`src/rtl/ntt_mlkem_masked_add_sub_sched.sv`:
```
// Round-robin scheduler for the shared masked add/sub butterfly: LAT-aligned tag pipe + credit-protected result FIFO.
// Optional statistics counters are enabled by defining NTT_MLKEM_ADDSUB_SCHED_STATS_EN.

module ntt_mlkem_masked_add_sub_sched #(
  parameter int WIDTH      = 24,
  parameter int TAG_W      = 8,
  parameter int LAT        = 7,
  parameter int FIFO_DEPTH = 8
) (
  input  logic               clk,
  input  logic               reset_n,
  input  logic               zeroize,
  input  logic               req0_valid,
  output logic               req0_ready,
  input  logic               req0_sub,
  input  logic [2*WIDTH-1:0] req0_u,
  input  logic [2*WIDTH-1:0] req0_v,
  input  logic [TAG_W-1:0]   req0_tag,
  input  logic               req1_valid,
  output logic               req1_ready,
  input  logic               req1_sub,
  input  logic [2*WIDTH-1:0] req1_u,
  input  logic [2*WIDTH-1:0] req1_v,
  input  logic [TAG_W-1:0]   req1_tag,
  output logic [2*WIDTH-1:0] bfu_u,
  output logic [2*WIDTH-1:0] bfu_v,
  output logic               bfu_sub,
  input  logic [2*WIDTH-1:0] bfu_res,
  output logic               out_valid,
  input  logic               out_ready,
  output logic [2*WIDTH-1:0] out_res,
  output logic [TAG_W-1:0]   out_tag,
  output logic               out_src,
  input  logic               flush_req,
  output logic               flush_done,
  output logic               busy
`ifdef NTT_MLKEM_ADDSUB_SCHED_STATS_EN
  ,
  output logic [31:0]        stat_issue0,
  output logic [31:0]        stat_issue1,
  output logic [31:0]        stat_stall
`endif
);

  localparam int INF_W = $clog2(LAT + 1);
  localparam int CNT_W = $clog2(FIFO_DEPTH + 1);
  localparam int PTR_W = (FIFO_DEPTH > 1) ? $clog2(FIFO_DEPTH) : 1;

  typedef enum logic [1:0] {RUN, DRAIN, DONE} state_t;

  state_t             state_q, state_d;
  logic               rr_q, rr_d;
  logic [LAT-1:0]     vld_q;
  logic [LAT-1:0]     src_q;
  logic [TAG_W-1:0]   tag_q [LAT];
  logic [INF_W-1:0]   infl_q, infl_d;
  logic [CNT_W-1:0]   cnt_q, cnt_d;
  logic [PTR_W-1:0]   wr_q, rd_q;
  logic [2*WIDTH-1:0] mem_res [FIFO_DEPTH];
  logic [TAG_W-1:0]   mem_tag [FIFO_DEPTH];
  logic [FIFO_DEPTH-1:0] mem_src;

  logic [31:0]        used;
  logic               credit_ok, can_issue, gnt0, gnt1, issue, retire, push, pop;
  logic [TAG_W-1:0]   issue_tag;

  // Credits count ops in flight plus FIFO occupancy, both registered, so a pop frees its credit a cycle later.
  assign used      = 32'(infl_q) + 32'(cnt_q);
  assign credit_ok = used < 32'(FIFO_DEPTH);
  assign can_issue = (state_q == RUN) && !flush_req && !zeroize && credit_ok;
  assign gnt0      = can_issue && req0_valid && (!req1_valid || !rr_q);
  assign gnt1      = can_issue && req1_valid && (!req0_valid || rr_q);
  assign issue     = gnt0 | gnt1;
  assign rr_d      = gnt0 ? 1'b1 : (gnt1 ? 1'b0 : rr_q);

  assign req0_ready = gnt0;
  assign req1_ready = gnt1;

  // Operands stay at zero unless issued so idle shares never toggle the masked datapath.
  always_comb begin
    bfu_u     = '0;
    bfu_v     = '0;
    bfu_sub   = 1'b0;
    issue_tag = '0;
    if (gnt0) begin
      bfu_u     = req0_u;
      bfu_v     = req0_v;
      bfu_sub   = req0_sub;
      issue_tag = req0_tag;
    end else if (gnt1) begin
      bfu_u     = req1_u;
      bfu_v     = req1_v;
      bfu_sub   = req1_sub;
      issue_tag = req1_tag;
    end
  end

  assign retire    = vld_q[LAT-1];
  assign push      = retire && !zeroize;
  assign out_valid = (cnt_q != '0);
  assign pop       = out_valid && out_ready;
  assign out_res   = out_valid ? mem_res[rd_q] : '0;
  assign out_tag   = out_valid ? mem_tag[rd_q] : '0;
  assign out_src   = out_valid ? mem_src[rd_q] : 1'b0;
  assign busy      = (infl_q != '0) || out_valid;

  always_comb begin
    infl_d = infl_q;
    if (issue && !retire)      infl_d = infl_q + INF_W'(1);
    else if (!issue && retire) infl_d = infl_q - INF_W'(1);
    cnt_d = cnt_q;
    if (retire && !pop)        cnt_d = cnt_q + CNT_W'(1);
    else if (!retire && pop)   cnt_d = cnt_q - CNT_W'(1);
  end

  // Drain completes on the cycle whose updates leave both the pipe and the FIFO empty.
  always_comb begin
    state_d    = state_q;
    flush_done = 1'b0;
    case (state_q)
      RUN:     if (flush_req) state_d = DRAIN;
      DRAIN:   if (infl_d == '0 && cnt_d == '0) state_d = DONE;
      DONE: begin
        flush_done = !zeroize;
        state_d    = RUN;
      end
      default: state_d = RUN;
    endcase
  end

  always_ff @(posedge clk or negedge reset_n) begin
    if (!reset_n) begin
      state_q <= RUN;
      rr_q    <= 1'b0;
      infl_q  <= '0;
      cnt_q   <= '0;
      wr_q    <= '0;
      rd_q    <= '0;
    end else if (zeroize) begin
      state_q <= RUN;
      rr_q    <= 1'b0;
      infl_q  <= '0;
      cnt_q   <= '0;
      wr_q    <= '0;
      rd_q    <= '0;
    end else begin
      state_q <= state_d;
      rr_q    <= rr_d;
      infl_q  <= infl_d;
      cnt_q   <= cnt_d;
      if (push) wr_q <= wr_q + PTR_W'(1);
      if (pop)  rd_q <= rd_q + PTR_W'(1);
    end
  end

  always_ff @(posedge clk or negedge reset_n) begin
    if (!reset_n) begin
      vld_q <= '0;
      src_q <= '0;
      for (int i = 0; i < LAT; i++) tag_q[i] <= '0;
    end else if (zeroize) begin
      vld_q <= '0;
      src_q <= '0;
      for (int i = 0; i < LAT; i++) tag_q[i] <= '0;
    end else begin
      vld_q[0] <= issue;
      src_q[0] <= gnt1;
      tag_q[0] <= issue_tag;
      for (int i = 1; i < LAT; i++) begin
        vld_q[i] <= vld_q[i-1];
        src_q[i] <= src_q[i-1];
        tag_q[i] <= tag_q[i-1];
      end
    end
  end

  always_ff @(posedge clk) begin
    if (push) begin
      mem_res[wr_q] <= bfu_res;
      mem_tag[wr_q] <= tag_q[LAT-1];
      mem_src[wr_q] <= src_q[LAT-1];
    end
  end

  a_no_push_on_full: assert property (@(posedge clk) disable iff (!reset_n)
    !(push && (cnt_q == CNT_W'(FIFO_DEPTH))));

`ifdef NTT_MLKEM_ADDSUB_SCHED_STATS_EN
  logic [31:0] stat0_q, stat1_q, stall_q;

  always_ff @(posedge clk or negedge reset_n) begin
    if (!reset_n) begin
      stat0_q <= '0;
      stat1_q <= '0;
      stall_q <= '0;
    end else if (zeroize) begin
      stat0_q <= '0;
      stat1_q <= '0;
      stall_q <= '0;
    end else begin
      if (gnt0 && stat0_q != '1) stat0_q <= stat0_q + 32'd1;
      if (gnt1 && stat1_q != '1) stat1_q <= stat1_q + 32'd1;
      if ((req0_valid || req1_valid) && !issue && stall_q != '1) stall_q <= stall_q + 32'd1;
    end
  end

  assign stat_issue0 = stat0_q;
  assign stat_issue1 = stat1_q;
  assign stat_stall  = stall_q;
`endif

endmodule

```
`config.mk`:
```
export PLATFORM = sky130hd
export DESIGN_NAME = ntt_mlkem_masked_add_sub_sched
export DESIGN_NICKNAME = d
export VERILOG_FILES = /design/src/rtl/ntt_mlkem_masked_add_sub_sched.sv
export SDC_FILE = /design/constraint.sdc
export NUM_CORES = 1
export LEC_CHECK = 0
export ABC_AREA = 1
export CELL_PAD_IN_SITES_DETAIL_PLACEMENT = 0
export CELL_PAD_IN_SITES_GLOBAL_PLACEMENT = 1
export CORE_UTILIZATION = 42
export DETAILED_ROUTE_END_ITERATION = 8
export GPL_ROUTABILITY_DRIVEN = 0
export HOLD_SLACK_MARGIN = 0.02
export PLACE_DENSITY_LB_ADDON = 0.25
export SETUP_SLACK_MARGIN = 0.15
export SYNTH_ARGS = -nofsm -noshare
export SYNTH_HDL_FRONTEND = slang
export SYNTH_SLANG_ARGS = --single-unit
```
`constraint.sdc`:
```
create_clock -name clk -period 4.09 [get_ports clk]
set_input_delay 1.0225 -clock clk [delete_from_list [all_inputs] [get_ports clk]]
set_output_delay 1.0225 -clock clk [all_outputs]
set_load 0.05 [all_outputs]
```
# Word-level counts from Yosys, hierarchy flattened
# Memory sizes are Yosys's and may differ from the RTL's.
# Cells that the tools add are included.
[op_classes] eq_ne=4 bitwise_logic=1 n_mux=39 n_addsub=7 magnitude_cmp=4 n_reduce_logical=35
[ops] op="$mux W48" n=5
[ops] op="$mux W56" n=1
[ops] op="$mux W8" n=3
[ops] op="$mux W3" n=7
[ops] op="$logic_and A1 B1 Y1" n=15
[ops] op="$mux W7" n=2
[ops] op="$mux W4" n=3
[ops] op="$mux W1" n=11
[ops] op="$add A3 B1 Y3 const B" n=3
[ops] op="$bwmux W8" n=1
[ops] op="$logic_not A1 Y1" n=8
[ops] op="$lt A3 B4 Y1 const B" n=2
[ops] op="$mux W2" n=3
[ops] op="$ne A3 B3 Y1 const B" n=2
[ops] op="$reduce_bool A3 Y1" n=2
[ops] op="$add A3 B4 Y5" n=1
[ops] op="$lt A5 B4 Y1 const B" n=1
[ops] op="$add A4 B1 Y4 const B" n=1
[ops] op="$logic_not A4 Y1" n=1
[ops] op="$pmux W2 S2" n=1
[ops] op="$reduce_bool A2 Y1" n=2
[ops] op="$reduce_bool A4 Y1" n=1
[ops] op="$sub A4 B1 Y4 const B" n=1
[ops] op="$bmux W1 S3" n=1
[ops] op="10 further kinds" n=12
[word_totals] n_memories=2 elab_cells=108 out_inout_bits=159 ff_bits=94 in_bits=265 ram_bits=448
[memory_table] name="mem_res" words=8 width=48 read_ports=1 rd_clocked_by_memory_dff=0 wr=1 line="59" source="logic [2*WIDTH-1:0] mem_res [FIFO_DEPTH];"
[memory_table] name="mem_tag" words=8 width=8 read_ports=1 rd_clocked_by_memory_dff=0 wr=1 line="60" source="logic [TAG_W-1:0] mem_tag [FIFO_DEPTH];"

# Logic depth before layout (Yosys ltp)
[logic_depth] depth_word=16 mapped_depth=14

# Least setup slack after synthesis
# No wires, ideal clock.
[synth_path] kind="in2reg" from="input zeroize" to="memory mem_res[0][0] in the netlist's numbering (enable)" path_stages=4 slack_ps=-272 arrival_ps=3890 t_required_ps=3618 cell_sequence="clkbuf_1 -> nor2_1 -> nand2_1 -> nor2_1"
[synth_between] elab_chain_len=4
[synth_rtl] element="from (decl)" line="12" source="input logic zeroize,"
[synth_rtl] element="$logic_not A1 Y1" line="99" source="assign push = retire && !zeroize;"
[synth_rtl] element="$logic_and A1 B1 Y1" line="99"
[synth_rtl] element="$mux W1" line="178" source="if (push) begin"
[synth_rtl] element="$mux W1 (implied by the code)" line="179" source="mem_res[wr_q] <= bfu_res;"
[synth_rtl] element="to (decl)" line="59"
# Every way passes these cells.

# Worst setup path after layout
[layout_path] from="input flush_req" to="output bfu_u[37]"
[layout_between] elab_chain_len=8 word_cells_on_any_way=10 classes_between="mux: 2; reduce/logical: 8"
[layout_rtl] element="from (decl)" line="34" source="input logic flush_req,"
[layout_rtl] element="$logic_not A1 Y1 (*)" line="70" source="assign can_issue = (state_q == RUN) && !flush_req && !zeroize && credit_ok;"
[layout_rtl] element="$logic_and A1 B1 Y1 (*) (3 in a row)" line="70"
[layout_rtl] element="$logic_and A1 B1 Y1 (2 in a row)" line="72" source="assign gnt1 = can_issue && req1_valid && (!req0_valid || rr_q);"
[layout_rtl] element="$mux W48" line="90" source="end else if (gnt1) begin"
[layout_rtl] element="$mux W48 (*)" line="85" source="if (gnt0) begin"
[layout_rtl] element="to (decl)" line="25" source="output logic [2*WIDTH-1:0] bfu_u,"
# Mark *: on every way between the ends. The rest lies on a longest branch, timed or not.

==> reports/results.tsv <==
metric	value	unit
cp_num_cells	9	
port_buffers	423	
synth_edf_count	456	
cp_max_fo	82	
grt_pass1_wl	102000	um
grt_pass1_vias	15147	
drt_iter0_drc	1269	
die_w	231	um
cts_buffers	54	
slew_violations	0	
clock-sinks	542	
setup_viol	0	
yosysTopAreaCell	edfxtp_1	
fmax	0.257	GHz
skew	0.0192	ns
slowest_stage	clkdlybuf4s50_1	
clock-root-buffer	clkbuf_16	
synth_flop_cell	edfxtp_1	
ys_top_cells_by_area	edfxtp_1 (62%), dfrtp_1 (9.8%), nor2_1 (7.2%), o21ai_0 (6.6%), a22o_1 (4.0%)	
slowest_delay	0.42	ns
fin_nets	2457	
overflow	0	
synthesis.nets	2059	
ys_async_sr_fraction	15.9	%
status	finished, final reports clean	
yosys-top-cells-count	edfxtp_1 (456), nor2_1 (422), o21ai_0 (289)	
grt.total_usage	26.5	%
yosysWarnings	0	
vias	15868	
worstSetupStartpointType	primary input	
initial_core_util	42.7	%
fin_crit	3.89	ns
clk_pin_slew_worst_paths	0.06	ns
synth_area	0.0220	mm^2
hp-class	flip-flop to flip-flop	
powerDensity	624	mW/mm^2
peakVddDrop	374	uV
fin_area	0.0294	mm^2
synth_most_common_cell	edfxtp_1	
detail_route.vias_per_cell	5.45	
cp_data_required_time	3.07	ns
antenna_left	0	
drtPass1Iterations	5	
stdcell_count	2912	
ys_seq_elements	542	
post_drt_wl_per_cell	24.6	um
final_layout_size_suffix_gt1_share	13.6	%
whs_path_depth	2	
ys_seq_area_share	72.0	%
remaining_drc_errors	0	
drv_cap	0	
cp_num_buf_inv	4	
crit_path_cell_trace	clkdlybuf4s50_1 > nor2_1 > nand2_1 > nor2_4 > nand3_2 > clkinv_2 > buf_16 > a22o_1 > buf_4	
syn_avg_cell_area	12.3	um^2
slew_headroom	48.8	%
die_area	0.0533	mm^2
drt_wl_total	71800	um
ios	424	
clockBufferDepth	3	
cp-end-kind	primary output	
h-tree-depth	2	
fin_ws	0.202	ns
synthCells	1785	
grt_max_degree	152	
rows	83	
crit_type	primary input to primary output	
path_delay_family	buffers and inverters	
antenna_found_initial	15	
core	0.0515	mm^2
worst_pin_slew	0.768	ns
rsz0062_at_grt	false	
hpwl	47600	um
placed_cells	2806	
clk_latency	0.60	ns
yosys.area.top_type_share	62.3	%
finalCritPeriodShare	95.0	%
rr_worst_depth	5	
fp.dieH	231	um
area_growth	33.5	%
cts_tree	done	
arrival	2.87	ns
hold_violations	0	
postPlaceCellArea	0.0276	mm^2
yosysUniqueCellTypes	34	
leakage	10.7	nW
dp_slack	0.101	ns
cell families (layout without fill, tap and decap cells):
group                    count (synthesis)  after routing  share of synthesized area (%)
flip-flops                             542            542                           72.0
AND/OR/NAND/NOR                        506            506                           9.20
adder cells (fa/ha/maj)                  9              9                          0.512
buffers and inverters                  209            646                           4.00
XOR/XNOR                                 2              2                         0.0797
other                                    0             10                              0
AO/OA/AOI/OAI                          517            517                           14.2
area by class of cell:
cell class | instances | area [um^2]
tap | 680 | 851
antenna | 10 | 25.0
clock inverter | 30 | 246
sequential | 542 | 15900
inverter | 87 | 348
fill | 4243 | 22200
multi-input combinational | 1034 | 5340
timing repair buffer | 464 | 5290
clock buffer | 65 | 1410
sequential cells by signal (all words and copies together) (netlist names):
name     flops
mem_res    384
mem_tag     64
tag_q       56
mem_src      8
src_q        7
vld_q        7
cnt_q        4
infl_q       3
rd_q         3
wr_q         3
state_q      2
rr_q         1
routing by layer:
metal	track usage [%]	part of all wire, %	vias up
met3	5.52	6.8	121
met5	0	0.035	-
met2	43.4	49	593
li1	-	-	7249
met4	10.5	3.8	4
met1	34.5	40	7901
placed cells by master, fill, tap and decap left out, drive strengths merged, types with 7 or more instances in the layout:
master         Yosys  routed
nor2             423     423
buf               47     198
diode              0      10
nand2             54      54
a21oi              7       7
inv               86      87
a22o             100     100
o22ai             57      57
clkinv             1      25
ha                 9       9
clkdlybuf4s50      0     264
nand3             22      22
edfxtp           456     456
clkbuf            75      66
a31oi             57      57
o21ai            292     292
dfrtp             86      86
what timing repair did:
action	in CTS	in global routing
hold buffers	0	0
setup buffers	0	0
endpoints found under the setup margin	72	94
gates resized for setup	2	9
gates cloned	0	1
power breakdown:
part | internal [mW] | total, mW | switching (mW)
clock | 2.70 | 4.69 | 1.99
combinational | 2.89 | 7.53 | 4.64
sequential | 6.04 | 6.09 | 0.0562
total | 11.6 | 18.3 | 6.68
final timing paths:
path | end | slack, ns | start
worst max-delay path | bfu_u[37] | 0.20 | flush_req
worst min-delay path | tag_q[17] | 0.44 | tag_q[25]
worst max register to register | mem_res[3][7] | 1.57 | vld_q[6]
worst min register to register | tag_q[17] | 0.44 | tag_q[25]
max in group asynchronous | tag_q[34] | 2.88 | reset_n
min in group asynchronous | tag_q[54] | 0.49 | reset_n
tightest hold or removal path, delay by kind of cell (launching register included):
family	cells	cell delay, ns
AND/OR/NAND/NOR	1	0.07
flip-flops	1	0.32
buffers and inverters	1	0.03
per-stage QoR:
step / util (%) / total power [mW] / TNS [ns] / hold WS, ns
2_1_floorplan: - / 10.3 / -121.40 / 0.434
3_3_place_gp: 53.6 / 13.7 / 0 / 0.437
3_5_place_dp: 53.6 / 13.7 / 0 / 0.444
4_1_cts: 56.8 / 18.4 / 0 / 0.442
5_1_grt: 57.0 / 19.1 / 0 / 0.468
6_report: 57.0 / 18.3 / 0 / 0.442
Note: power is estimated with default switching activity, not from simulation.
